## src/rtl/i2c_slave_ctrl_if.sv

```systemverilog
// Bus-side and user-side signals of the I2C slave controller, bundled so the
// controller and its environment connect through one port.
interface i2c_slave_ctrl_if;
  logic       scl_i;
  logic       sda_i;
  logic       start_det;
  logic       stop_det;
  logic       det_en;
  logic       sda_oe;
  logic       wr_valid;
  logic [7:0] wr_data;
  logic       rd_req;
  logic [7:0] rd_data;
  logic       busy;

  modport slave (
    input  scl_i, sda_i, start_det, stop_det, rd_data,
    output det_en, sda_oe, wr_valid, wr_data, rd_req, busy
  );

  modport master (
    output scl_i, sda_i, start_det, stop_det, rd_data,
    input  det_en, sda_oe, wr_valid, wr_data, rd_req, busy
  );
endinterface

```

## src/rtl/i2c_slave_ctrl.sv

```systemverilog
// I2C slave byte engine: matches a 7-bit address, receives write bytes and
// serves read bytes. START/STOP come from an external detector.
module i2c_slave_ctrl #(
  parameter logic [6:0] SLV_ADDR = 7'h50
) (
  input  logic             sample_clk,
  input  logic             rst,
  i2c_slave_ctrl_if.slave  bus
);

  typedef enum logic [2:0] {
    IDLE     = 3'd0,
    ADDR     = 3'd1,
    ADDR_ACK = 3'd2,
    WR_BYTE  = 3'd3,
    WR_ACK   = 3'd4,
    RD_BYTE  = 3'd5,
    RD_ACK   = 3'd6
  } state_t;

  state_t     state_r,    state_nxt_s;
  logic       scl_q_r;
  logic [2:0] bit_cnt_r,  bit_cnt_nxt_s;
  logic [7:0] shreg_r,    shreg_nxt_s;
  logic       rw_r,       rw_nxt_s;
  logic       pend_r,     pend_nxt_s;
  logic       sda_oe_r,   sda_oe_nxt_s;
  logic       wr_valid_r, wr_valid_nxt_s;
  logic [7:0] wr_data_r,  wr_data_nxt_s;
  logic       rd_req_r,   rd_req_nxt_s;
  logic       busy_r,     busy_nxt_s;

  logic       scl_rise_s;
  logic       scl_fall_s;
  logic       last_bit_s;
  logic [7:0] shreg_shl_s;
  logic [7:0] byte_in_s;

  // Append one received bit to a left-shifted byte (MSB first on the wire).
  function automatic logic [7:0] shift_in(input logic [7:0] shifted, input logic bit_in);
    shift_in = shifted | {7'b000_0000, bit_in};
  endfunction

  assign scl_rise_s  = bus.scl_i & ~scl_q_r;
  assign scl_fall_s  = ~bus.scl_i & scl_q_r;
  assign last_bit_s  = (bit_cnt_r == 3'd7);
  assign shreg_shl_s = shreg_r << 1;
  assign byte_in_s   = shift_in(shreg_shl_s, bus.sda_i);

  // pend_r marks "byte finished on SCL rise, act on the following SCL fall".
  // Next-state and next-output logic.
  always_comb begin
    state_nxt_s    = state_r;
    bit_cnt_nxt_s  = bit_cnt_r;
    shreg_nxt_s    = shreg_r;
    rw_nxt_s       = rw_r;
    pend_nxt_s     = pend_r;
    sda_oe_nxt_s   = sda_oe_r;
    wr_valid_nxt_s = 1'b0;
    wr_data_nxt_s  = wr_data_r;
    rd_req_nxt_s   = 1'b0;

    if (bus.start_det) begin
      state_nxt_s   = ADDR;
      bit_cnt_nxt_s = 3'd0;
      shreg_nxt_s   = 8'h00;
      pend_nxt_s    = 1'b0;
      sda_oe_nxt_s  = 1'b0;
    end else if (bus.stop_det) begin
      state_nxt_s  = IDLE;
      pend_nxt_s   = 1'b0;
      sda_oe_nxt_s = 1'b0;
    end else begin
      case (state_r)
        IDLE: begin
          pend_nxt_s   = 1'b0;
          sda_oe_nxt_s = 1'b0;
        end

        ADDR: begin
          if (scl_rise_s) begin
            shreg_nxt_s   = byte_in_s;
            bit_cnt_nxt_s = bit_cnt_r + 3'd1;
            if (last_bit_s && (byte_in_s[7:1] == SLV_ADDR)) begin
              rw_nxt_s   = byte_in_s[0];
              pend_nxt_s = 1'b1;
            end else if (last_bit_s) begin
              state_nxt_s = IDLE;
            end else begin
              pend_nxt_s = 1'b0;
            end
          end else if (scl_fall_s && pend_r) begin
            state_nxt_s  = ADDR_ACK;
            pend_nxt_s   = 1'b0;
            sda_oe_nxt_s = 1'b1;
            rd_req_nxt_s = rw_r;
          end else begin
            pend_nxt_s = pend_r;
          end
        end

        ADDR_ACK: begin
          if (scl_fall_s && rw_r) begin
            state_nxt_s   = RD_BYTE;
            bit_cnt_nxt_s = 3'd0;
            shreg_nxt_s   = bus.rd_data;
            sda_oe_nxt_s  = ~bus.rd_data[7];
          end else if (scl_fall_s) begin
            state_nxt_s   = WR_BYTE;
            bit_cnt_nxt_s = 3'd0;
            sda_oe_nxt_s  = 1'b0;
          end else begin
            sda_oe_nxt_s = 1'b1;
          end
        end

        WR_BYTE: begin
          if (scl_rise_s) begin
            shreg_nxt_s   = byte_in_s;
            bit_cnt_nxt_s = bit_cnt_r + 3'd1;
            if (last_bit_s) begin
              wr_data_nxt_s  = byte_in_s;
              wr_valid_nxt_s = 1'b1;
              pend_nxt_s     = 1'b1;
            end else begin
              pend_nxt_s = 1'b0;
            end
          end else if (scl_fall_s && pend_r) begin
            state_nxt_s  = WR_ACK;
            pend_nxt_s   = 1'b0;
            sda_oe_nxt_s = 1'b1;
          end else begin
            pend_nxt_s = pend_r;
          end
        end

        WR_ACK: begin
          if (scl_fall_s) begin
            state_nxt_s   = WR_BYTE;
            bit_cnt_nxt_s = 3'd0;
            sda_oe_nxt_s  = 1'b0;
          end else begin
            sda_oe_nxt_s = 1'b1;
          end
        end

        RD_BYTE: begin
          if (scl_fall_s && last_bit_s) begin
            state_nxt_s   = RD_ACK;
            bit_cnt_nxt_s = 3'd0;
            pend_nxt_s    = 1'b0;
            sda_oe_nxt_s  = 1'b0;
          end else if (scl_fall_s) begin
            shreg_nxt_s   = shreg_shl_s;
            bit_cnt_nxt_s = bit_cnt_r + 3'd1;
            sda_oe_nxt_s  = ~shreg_r[6];
          end else begin
            sda_oe_nxt_s = sda_oe_r;
          end
        end

        RD_ACK: begin
          // Master drives the ACK slot; a released line (NACK) ends the read.
          if (scl_rise_s && !pend_r && !bus.sda_i) begin
            rd_req_nxt_s = 1'b1;
            pend_nxt_s   = 1'b1;
          end else if (scl_rise_s && !pend_r) begin
            state_nxt_s  = IDLE;
            sda_oe_nxt_s = 1'b0;
          end else if (scl_fall_s && pend_r) begin
            state_nxt_s   = RD_BYTE;
            pend_nxt_s    = 1'b0;
            bit_cnt_nxt_s = 3'd0;
            shreg_nxt_s   = bus.rd_data;
            sda_oe_nxt_s  = ~bus.rd_data[7];
          end else begin
            sda_oe_nxt_s = 1'b0;
          end
        end

        default: begin
          state_nxt_s  = IDLE;
          pend_nxt_s   = 1'b0;
          sda_oe_nxt_s = 1'b0;
        end
      endcase
    end

    busy_nxt_s = (state_nxt_s != IDLE);
  end

  // State and output registers; reset releases SDA immediately.
  always_ff @(posedge sample_clk or posedge rst) begin
    if (rst) begin
      state_r    <= IDLE;
      scl_q_r    <= 1'b1;
      bit_cnt_r  <= 3'd0;
      shreg_r    <= 8'h00;
      rw_r       <= 1'b0;
      pend_r     <= 1'b0;
      sda_oe_r   <= 1'b0;
      wr_valid_r <= 1'b0;
      wr_data_r  <= 8'h00;
      rd_req_r   <= 1'b0;
      busy_r     <= 1'b0;
    end else begin
      state_r    <= state_nxt_s;
      scl_q_r    <= bus.scl_i;
      bit_cnt_r  <= bit_cnt_nxt_s;
      shreg_r    <= shreg_nxt_s;
      rw_r       <= rw_nxt_s;
      pend_r     <= pend_nxt_s;
      sda_oe_r   <= sda_oe_nxt_s;
      wr_valid_r <= wr_valid_nxt_s;
      wr_data_r  <= wr_data_nxt_s;
      rd_req_r   <= rd_req_nxt_s;
      busy_r     <= busy_nxt_s;
    end
  end

  assign bus.det_en   = scl_q_r;
  assign bus.sda_oe   = sda_oe_r;
  assign bus.wr_valid = wr_valid_r;
  assign bus.wr_data  = wr_data_r;
  assign bus.rd_req   = rd_req_r;
  assign bus.busy     = busy_r;

endmodule

```

## src/flat_wrapper.sv

```systemverilog
// flat-port wrapper written by rule: the top's interface ports become plain ports
module i2c_slave_ctrl_flat 
#(
  parameter logic [6:0] SLV_ADDR = 7'h50
)
  (sample_clk, rst, bus_scl_i, bus_sda_i, bus_start_det, bus_stop_det, bus_rd_data, bus_det_en, bus_sda_oe, bus_wr_valid, bus_wr_data, bus_rd_req, bus_busy);
  i2c_slave_ctrl_if bus_i ();
  input  logic sample_clk;
  input  logic rst;
  input wire logic [$bits(bus_i.scl_i)-1:0] bus_scl_i;
  input wire logic [$bits(bus_i.sda_i)-1:0] bus_sda_i;
  input wire logic [$bits(bus_i.start_det)-1:0] bus_start_det;
  input wire logic [$bits(bus_i.stop_det)-1:0] bus_stop_det;
  input wire logic [$bits(bus_i.rd_data)-1:0] bus_rd_data;
  output wire logic [$bits(bus_i.det_en)-1:0] bus_det_en;
  output wire logic [$bits(bus_i.sda_oe)-1:0] bus_sda_oe;
  output wire logic [$bits(bus_i.wr_valid)-1:0] bus_wr_valid;
  output wire logic [$bits(bus_i.wr_data)-1:0] bus_wr_data;
  output wire logic [$bits(bus_i.rd_req)-1:0] bus_rd_req;
  output wire logic [$bits(bus_i.busy)-1:0] bus_busy;
  assign bus_i.scl_i = bus_scl_i;
  assign bus_i.sda_i = bus_sda_i;
  assign bus_i.start_det = bus_start_det;
  assign bus_i.stop_det = bus_stop_det;
  assign bus_i.rd_data = bus_rd_data;
  assign bus_det_en = bus_i.det_en;
  assign bus_sda_oe = bus_i.sda_oe;
  assign bus_wr_valid = bus_i.wr_valid;
  assign bus_wr_data = bus_i.wr_data;
  assign bus_rd_req = bus_i.rd_req;
  assign bus_busy = bus_i.busy;
  i2c_slave_ctrl #(.SLV_ADDR(SLV_ADDR)) u_core (.sample_clk(sample_clk), .rst(rst), .bus(bus_i));
endmodule
```

## config.mk

```make
export PLATFORM = sky130hd
export DESIGN_NAME = i2c_slave_ctrl_flat
export DESIGN_NICKNAME = d
export VERILOG_FILES = /design/src/rtl/i2c_slave_ctrl_if.sv /design/src/rtl/i2c_slave_ctrl.sv /design/src/flat_wrapper.sv
export SDC_FILE = /design/constraint.sdc
export NUM_CORES = 1
export LEC_CHECK = 0
export CAP_MARGIN = 0
export CORE_MARGIN = 8
export CORE_UTILIZATION = 53
export DETAILED_ROUTE_END_ITERATION = 16
export PLACE_DENSITY_LB_ADDON = 0.1
export SLEW_MARGIN = 40
export SYNTH_ARGS = -nofsm -noshare
export SYNTH_HDL_FRONTEND = slang
export SYNTH_SLANG_ARGS = --single-unit
```

## constraint.sdc

```tcl
create_clock -name sample_clk -period 2.4 [get_ports sample_clk]
set_input_delay 0.48 -clock sample_clk [delete_from_list [all_inputs] [get_ports sample_clk]]
set_output_delay 0.48 -clock sample_clk [all_outputs]
set_load 0.1 [all_outputs]
```

# ---- Yosys cells after proc, flatten, opt, wreduce, memory -nomap -nowiden
# Index checks and enable logic that the tools add are counted.
# Widths: inputs -> output; s select.
dict set report word_totals {
  register_bits 28
  wordCells 136
}
dict set report classes {
  addsub 1
  n_eq_ne 25
  n_mux 70
  bitwise_logic 9
  reduce_logical 20
}
# operator count
set ops {}
lappend ops {{$mux 3} 24}
lappend ops {{$mux 7} 9}
lappend ops {{$mux 1} 31}
lappend ops {{$pmux 7 s4} 1}
lappend ops {{$pmux 3 s7} 1}
lappend ops {{$pmux 3 s5} 1}
lappend ops {{$eq 3x3->1 const B} 4}
lappend ops {{$pmux 1 s5} 2}
lappend ops {{$reduce_and 5->1} 2}
lappend ops {{$ne 3x2->1 const B} 3}
lappend ops {{$ne 3x3->1 const B} 3}
lappend ops {{$reduce_and 9->1} 1}
lappend ops {{$ne 4x4->1 const B} 2}
lappend ops {{$or 8x1->8} 1}
lappend ops {{$reduce_and 4->1} 2}
lappend ops {{$eq 7x7->1 const B} 1}
lappend ops {{$reduce_and 7->1} 1}
lappend ops {{$eq 3x2->1 const B} 2}
lappend ops {{$logic_and 1x1->1} 6}
lappend ops {{$ne 3x1->1 const B} 2}
lappend ops {{$ne 6x6->1 const B} 1}
lappend ops {{$not 1->1} 6}
lappend ops {{$reduce_bool 6->1} 1}
lappend ops {{$ne 5x3->1 const B} 1}
lappend ops {{other kinds (14)} 17}

# ---- Longest topological paths before layout
dict set report depth {
  word_depth 10
  ltp_mapped 8
}

# ---- Worst setup path before layout
# OpenSTA, ideal clock, no wires.
dict set report synth_path {
  path_type {register to register}
  start {reg u_core.scl_q_r, in the netlist u_core.bus.det_en}
  end {reg u_core.shreg_r[0]}
  setup_time_ns 0.138
  t_arrival_ns 2.110
  required_ns 2.262
  setup_slack_ns 0.153
  path_stages_with_launch 9
  path_buffers 3
  period_less_slack_ns 2.247
  path_cell_list {dfstp_2 -> buf_4 -> and2b_1 -> buf_2 -> nor3_1 -> nor3_2 -> and3_1 -> buf_6 -> a211oi_1}
}
dict set report synth_via {
  elab_chain_len 6
  elab_cells_between_ends 16
  classes_between {eq/ne (7); bitwise (3); reduce/logical (6)}
}
# element line_no
set synth_rtl {}
lappend synth_rtl {{start: declaration} i2c_slave_ctrl.sv:22} ;# logic scl_q_r;
lappend synth_rtl {{start signal: assignment} i2c_slave_ctrl.sv:208} ;# scl_q_r <= bus.scl_i;
lappend synth_rtl {{$not 1->1} i2c_slave_ctrl.sv:44} ;# assign scl_rise_s = bus.scl_i & ~scl_q_r;
lappend synth_rtl {{$and 1x1->1} i2c_slave_ctrl.sv:44}
lappend synth_rtl {{$logic_and 1x1->1} {i2c_slave_ctrl.sv:164, i2c_slave_ctrl.sv:167}}
lappend synth_rtl {{$logic_and 1x1->1} i2c_slave_ctrl.sv:164} ;# if (scl_rise_s && !pend_r && !bus.sda_i) begin
lappend synth_rtl {{$ne 3x3->1 (no line)} n/a}
lappend synth_rtl {{$reduce_and 9->1 (no line) *} n/a}
lappend synth_rtl {{end signal: assignment} i2c_slave_ctrl.sv:210} ;# shreg_r <= shreg_nxt_s;
lappend synth_rtl {{end: declaration} i2c_slave_ctrl.sv:24} ;# logic [7:0] shreg_r, shreg_nxt_s;
# Mark *: on every way between the ends. The rest lies on a longest branch, timed or not.
# A chain may end at the register's enable or synchronous reset.

# ---- Worst setup path after layout
dict set report layout_path {
  start {in bus_scl_i}
  end {reg u_core.shreg_r[0]}
}
dict set report layout_via {
  elab_chain_len 5
  elab_cells_between_ends 16
  classes_between {eq/ne (7); bitwise (3); reduce/logical (6)}
}
# element line_no
set layout_rtl {}
lappend layout_rtl {{start: declaration} flat_wrapper.sv:10} ;# input wire logic [$bits(bus_i.scl_i)-1:0] bus_scl_i;
lappend layout_rtl {{$and 1x1->1 / $not 1->1 (equally long branches)} {i2c_slave_ctrl.sv:44, i2c_slave_ctrl.sv:45}}
lappend layout_rtl {{$logic_and 1x1->1 / $and 1x1->1 (equally long branches)} {i2c_slave_ctrl.sv:164, i2c_slave_ctrl.sv:167, i2c_slave_ctrl.sv:45}}
lappend layout_rtl {{$logic_and 1x1->1, on equally long branches} n/a}
lappend layout_rtl {{$ne 3x3->1 (no line) / $ne 3x2->1 (equally long branches)} n/a}
lappend layout_rtl {{$reduce_and 9->1 (no line) *} n/a}
# Marked as above.

==> impl_metrics.csv <==
group,metric,value,unit
outcome,status,"finished clean",
sta,whs,0.499,ns
route,drc,0,
yosys,ys_ff_latch,28,
layout,antenna_cells,0,
yosys,synth_mux_area_share,10.9,%
setup_path,cp_slowest_cell,"clkdlybuf4s50_1",
yosys,synth_compound_area_share,21.9,%
yosys,synthAdderAreaFrac,2.00,%
yosys,synthTopCellsByArea,"dfrtp_1 (39%), mux2_4 (6.9%), a211oi_1 (5.1%)",
route,postRouteAntennaNets,0,
yosys,ys.flop_type,"dfrtp_1",
power_and_ir_drop,leakagePower,0.971,nW
yosys,synthCells,179,
floorplanning,fp.dieW,73.5,um
yosys,synth_top_area_share,38.6,%
floorplanning,ioPinCount,27,
setup_path,cp-start-kind,"primary input",
clock_tree,ctsRootBufferMaster,"clkbuf_4",
sta,rsz0062_at_grt,"no",
sta,slew_headroom,67.6,%
clock_tree,hold_buffers,0,
placed_design,dpl_cell_area,2060,um2
setup_path,crit_path_end_kind,"flip-flop",
yosys,yosys.area_share.simple,18.0,%
yosys,synth_edf_count,0,
sta,skew,0.00353,ns
layout,fin_nets,227,
global_route,grt_usage,17.4,%
sta,setup_slack,0.279,ns
sta,period_share,88.4,%
setup_path,worstPathMaxFanout,9,
yosys,netlist_area,1750,um2
global_route,grt_pass1_wl,7.39,mm
route,vias_per_cell,5.86,
clock_tree,cts.sinks,28,
yosys,syn-num-nets,195,
clock_tree,cts_inserted_buffers,3,
yosys,yosys_warnings,0,
clock_tree,clock_latency,0.33,ns
sta,slew_violations,0,
clock_tree,cts_resized,0,
placed_design,place_inst,252,
yosys,avgSynthCellArea,9.79,um2
setup_path,path_cells,"clkdlybuf4s50_1, and2b_1, nor3_1, nor3_2, buf_4, a31oi_1, a211oi_1",
layout,drive_gt1_share,21.4,%
setup_path,worstPathRequired,2.63,ns
sta,clock.fmax,471,MHz
yosys,synth_area_leader_cell,"dfrtp_1",
global_route,grt_max_degree,29,
sta,period_minus_slack,2.12,ns
worst_hold_path,hold_path_class,"in2async",
route,drtIter0Drc,63,
yosys,ys_seq_area_share,40.1,%
placed_design,dp_hpwl,3.30,mm
placed_design,io_buffers,26,
global_route,overflow,0,
yosys,async_reset_ff_share,100,%
route,routed_wl,4.38,mm
clock_tree,h-tree-depth,1,
sta,tightestPinTransition,0.482,ns
sta,setup-violations-final,0,
route,drt-pass1-iter-count,4,
placed_design,gp_congestion,1.00,
global_route,grt_pass1_vias,1494,
layout,layout-area-overhead-vs-synth,20.8,%
yosys,synth.distinct_cells,50,
route,vias,1500,
floorplanning,rows,21,
clock_tree,path_clk_slew,0.15,ns
floorplanning,start_util,53.8,%
setup_path,max_stage_delay,0.52,ns
setup_path,cp.arrival,2.35,ns
route,routedWlPerCell,17.1,um
global_route,antenna_found_initial,0,
floorplanning,die_y,73.5,um
clock_tree,post_cts_buffers,0,
power_and_ir_drop,power-per-cell-area,472,nW/um2
clock_tree,tritoncts,"yes",
yosys,synth_top_family_by_area,"compound AO/OA/AOI/OAI gates",
setup_path,criticalPathCategory,"in2reg",
job,drv_cap,0,
yosys,synth-xor-area-share,0.500,%
sta,hold_violations,0,
clock_tree,clock_path_buffers,2,
floorplanning,core-area,3260,um2
placed_design,place_ws,-0.0460,ns
power_and_ir_drop,ir_drop,0.296,mV
layout,fin_cells,256,
floorplanning,die-area,5400,um2
layout,final_cell_area,2120,um2
[cells in the mapped netlist (2+ instances only)]
| cell | number |
|---|---|
| a211oi_1 | 12 |
| a21boi_0 | 2 |
| a21oi_1 | 14 |
| a22o_1 | 2 |
| a31oi_1 | 9 |
| and3_1 | 4 |
| buf_2 | 5 |
| buf_6 | 3 |
| clkbuf_1 | 4 |
| clkinv_1 | 2 |
| dfrtp_1 | 27 |
| ha_1 | 2 |
| inv_1 | 6 |
| mux2_4 | 8 |
| mux2i_1 | 6 |
| nand2_1 | 9 |
| nand2b_1 | 3 |
| nand3_1 | 2 |
| nand3b_1 | 5 |
| nand4_1 | 2 |
| nor2_1 | 5 |
| nor2b_1 | 2 |
| nor3_1 | 7 |
| o21ai_0 | 6 |
| o221ai_1 | 3 |
| o31ai_1 | 2 |
| or2_0 | 2 |
| or3_1 | 3 |
[state kept, by name, indices dropped and copies added, names as in the netlist]
name	cells
u_core.bus.wr_data	8
u_core.shreg_r	7
u_core.bit_cnt_r	3
u_core.state_r	3
u_core.bus.busy	1
u_core.bus.det_en	1
u_core.bus.rd_req	1
u_core.bus.sda_oe	1
u_core.bus.wr_valid	1
u_core.pend_r	1
u_core.rw_r	1
[worst paths after layout]
path	from	endpoint	slack [ns]	depth (start not counted)
setup / recovery	bus_scl_i	u_core.shreg_r[0]$_DFFE_PP0P_	0.28	7
hold / removal	rst	u_core.rw_r$_DFFE_PP0P_	0.50	3
setup reg to reg	u_core.bit_cnt_r[0]$_DFFE_PP0P_	u_core.shreg_r[0]$_DFFE_PP0P_	0.38	8
hold reg to reg	u_core.bit_cnt_r[1]$_DFFE_PP0P_	u_core.bit_cnt_r[1]$_DFFE_PP0P_	0.53	1
max in group asynchronous	rst	u_core.bus.det_en$_DFF_PP1_	1.60	3
min in group sample_clk	u_core.bit_cnt_r[1]$_DFFE_PP0P_	u_core.bit_cnt_r[1]$_DFFE_PP0P_	0.53	1
[cells in the final DEF, fill, tap and decap left out, types with 4 or more instances in the layout]
cell type and instances:
a31oi_1 9, dfrtp_1 27, clkdlybuf4s50_1 13, nand2_1 9, mux2i_1 6, mux2_4 8, inv_1 6, nor2_1 5
and3_1 4, nor3_1 7, nand3b_1 5, buf_4 28, a211oi_1 12, a21oi_1 14, o21ai_0 6
[through the flow]
stage	util [%]	power [mW]	TNS [ns]
final	64.9	0.998	0
after global routing	64.9	1.05	0
after CTS	64.9	1.01	0
after detailed placement	63.3	0.697	-0.0673
after global placement	63.3	0.694	-0.00349
after floorplan	-	0.631	0
[metal layers]
metal  part of all wire, %  routed length [um]  track usage, %
met5                     0                   0               0
met4                   1.1                  48            5.32
met3                   7.1                 312            4.77
met2                    46                2000            26.9
met1                    46                2020            22.8
[logic make-up (layout without fill, tap and decap cells)]
kind of cell    after synthesis  after routing
flops                        28             28
compound gates               58             58
xor+xnor                      1              1
fa+ha+maj                     3              3
mux                          15             15
simple gates                 52             52
buf+inv                      22             53
[layout make-up]
type,instances,area (um2)
fillers,313,1140
multi-input cells,129,933
flip-flops and latches,28,702
repair buffers,41,340
well taps,46,57.6
clock inverters,1,30.0
inverters,8,30.0
clock buffers,3,22.5
[worst max-delay path: cells and delay by family]
| kind | cells | cell delay [ns] |
|---|---|---|
| simple gates | 3 | 0.77 |
| buf+inv | 2 | 0.71 |
| compound gates | 2 | 0.38 |
[report_power, final]
part	switching [mW]	total, mW	internal [mW]
logic	0.109	0.187	0.0783
clock network	0.140	0.309	0.169
registers	0.0167	0.502	0.485
total	0.266	0.998	0.733
Note: power is estimated with default switching activity, not from simulation.
==> patch: new RTL, config.mk and constraints unchanged <==
`shreg_r` and `wr_data_r` no longer have a reset.
--- a/src/rtl/i2c_slave_ctrl.sv
+++ b/src/rtl/i2c_slave_ctrl.sv
@@ -195,27 +195,28 @@
       state_r    <= IDLE;
       scl_q_r    <= 1'b1;
       bit_cnt_r  <= 3'd0;
-      shreg_r    <= 8'h00;
       rw_r       <= 1'b0;
       pend_r     <= 1'b0;
       sda_oe_r   <= 1'b0;
       wr_valid_r <= 1'b0;
-      wr_data_r  <= 8'h00;
       rd_req_r   <= 1'b0;
       busy_r     <= 1'b0;
     end else begin
       state_r    <= state_nxt_s;
       scl_q_r    <= bus.scl_i;
       bit_cnt_r  <= bit_cnt_nxt_s;
-      shreg_r    <= shreg_nxt_s;
       rw_r       <= rw_nxt_s;
       pend_r     <= pend_nxt_s;
       sda_oe_r   <= sda_oe_nxt_s;
       wr_valid_r <= wr_valid_nxt_s;
-      wr_data_r  <= wr_data_nxt_s;
       rd_req_r   <= rd_req_nxt_s;
       busy_r     <= busy_nxt_s;
     end
+  end
+
+  always_ff @(posedge sample_clk) begin
+    shreg_r   <= shreg_nxt_s;
+    wr_data_r <= wr_data_nxt_s;
   end
 
   assign bus.det_en   = scl_q_r;
Formal check against the unedited RTL: same outputs for any inputs over 10 cycles, from zero or initial values and one cycle with rst high; that may be too few to reach the edited logic, so the function may still have changed.
==> patch against the unedited design <==
Power increased by 0.99%. Clock skew is 0.0047 ns higher. Via count shrank 1.2%. Final area shrank 4.6%. Die area shrank 4.7%. Worst setup slack got worse by 0.16 ns. First-iteration DRC count increased by 100%. Combinational power is 4% lower. Synthesized area shrank 5.9%. Routed wire length shrank 3.8%. Global-route usage decreased by 0.62 points. Sequential cell count unchanged. Sequential power increased by 1%. Highest routed layer unchanged.
==> patch: results (changes against the unedited design) <==
metric,value,unit,change
mux contribution to synthesized area,5.01,%,was 10.9%
Layout Nets,225,,was 227
clock power share,31.7,%,was 30.9%
Synth Area in XOR/XNOR,0.532,%,was 0.500%
Final HPWL DP,3.10,mm,was 3.30 mm
reg2reg setup slack,0.17,ns,was 0.38 ns
IO Port Bufs,26,,unchanged
leak pwr,0.826,nW,was 0.971 nW
top post-synthesis cells by count,"a21oi_1, nor2_1, dfrtp_1, o21ai_0, nand2_1",,"was dfrtp_1, a21oi_1, a211oi_1, a31oi_1, nand2_1"
gr usage total,16.8,%,was 17.4%
WP data arrival,2.56,ns,was 2.35 ns
Synth cell types,52,,was 50
initial antenna violation count,0,,unchanged
Synth Instances,176,,was 179
Via density,6.18,,was 5.86
Hold Crit Class,primary input to async pin,,unchanged
worst reg2reg path startpoint,u_core.bus.det_en,,was u_core.bit_cnt_r[0]
peak supply drop,0.000305,V,was 0.000296 V
global-route wire length before repair,6.97,mm,was 7.39 mm
ys async rst share,46.4,%,was 100%
"CTS clk-pin slew, worst paths",0.17,ns,was 0.15 ns
largest cells by area after synthesis,"dfrtp_1, edfxtp_1, dfxtp_1",,"was dfrtp_1, mux2_4, a211oi_1"
number of global-route vias before repair,1395,,"was 1,494"
cell internal pwr,0.744,mW,was 0.733 mW
Slew @ Worst Pin,0.514,ns,was 0.482 ns
Synth Warn #,0,,unchanged
Hold WS,0.444,ns,was 0.499 ns
status,"finished, final reports clean",,unchanged
share of layout cells above drive strength 1,23.2,%,was 21.4%
placed cells,236,,was 252
Synth Area in Compound Gates,20.4,%,was 21.9%
"wirelength, routed",4.22,mm,was 4.38 mm
htree depth,1,,unchanged
Combinational Power Share,17.9,%,was 18.8%
largest net degree at the start of global routing,26,,was 29
Fin Clk Skew,0.00825,ns,was 0.00353 ns
CP max FO,15,,was 9
Final Wtd Congestion,0.937,,was 1.00
wire per inst,17.6,um,was 17.1 um
"worst slack, placed",-0.234,ns,was -0.0460 ns
DRT iter0 DRCs,126,,was 63
"Seq/Total Area, Yosys",42.9,%,was 40.1%
DP Area,1970,sq um,was 2060 sq um
"EDFF count, synth",8,,was 0
Reg2Reg Depth,5,,was 8
sw frac,26.2,%,was 26.6%
Worst R2R End,u_core.shreg_r[1],,was u_core.shreg_r[0]
Clock Tree Buf Depth,2,,unchanged
Synth Net Count,193,,was 195
Pre-antenna DRT Iters,4,,unchanged
Post-CTS Setup Inserts,0,,unchanged
Synth Area in Adders,2.28,%,was 2.00%
-- patch: cell types whose count changed after synthesis, sizes merged, moves of 5 or more --
cell,unedited run,this run
a31oi,9,2
o21ai,6,12
dfxtp,0,7
nor2,5,14
a211oi,12,1
or3,3,8
dfrtp,27,12
edfxtp,0,8
mux2,9,2
-- patch: per-layer routing --
layer	vias to the layer above	track usage (%)	wire, um
met5	-	0	0
met1	719	23.9	1990
li1	713	-	-
met2	48	25.0	1940
met4	0	5.67	18
met3	2	2.51	265
-- patch: worst max-delay path by stage --
stage | startpoint | to | slack [ns]
final | bus_scl_i | u_core.shreg_r[1] | 0.12
after global routing | bus_scl_i | u_core.shreg_r[6] | 0.06
after CTS | bus_scl_i | u_core.shreg_r[1] | 0.09
after detailed placement | bus_scl_i | u_core.shreg_r[1] | -0.23
after global placement | bus_scl_i | u_core.shreg_r[6] | -0.18
after floorplan | u_core.bus.det_en | u_core.bit_cnt_r[0] | 0.08
-- patch: critical path, cell delays in order --
cell	delay (ns)
clkdlybuf4s50_1	0.50
buf_4	0.18
and3b_2	0.23
nor2_1	0.05
a311o_2	0.47
or3_2	0.50
a21oi_1	0.16
-- patch: timing repair --
action                                  in CTS  in global routing
endpoints found under the setup margin       0                  1
hold buffers                                 0                  0
resized for setup                            0                  1
-- patch: area by class of cell --
| type | instances | area (sq um) |
|---|---|---|
| sequential | 28 | 711 |
| inverter | 4 | 15.0 |
| timing repair buffer | 40 | 333 |
| clock inverter | 1 | 30.0 |
| clock buffer | 3 | 22.5 |
| multi-input combinational | 131 | 867 |
| tap | 33 | 41.3 |
| fill | 251 | 983 |
-- patch: logic make-up (layout without fill, tap and decap cells) --
logic type	Yosys count	after routing
simple gates	67	67
fa+ha+maj	3	3
flops	28	28
mux	8	8
xor+xnor	1	1
compound gates	52	52
buf+inv	17	48
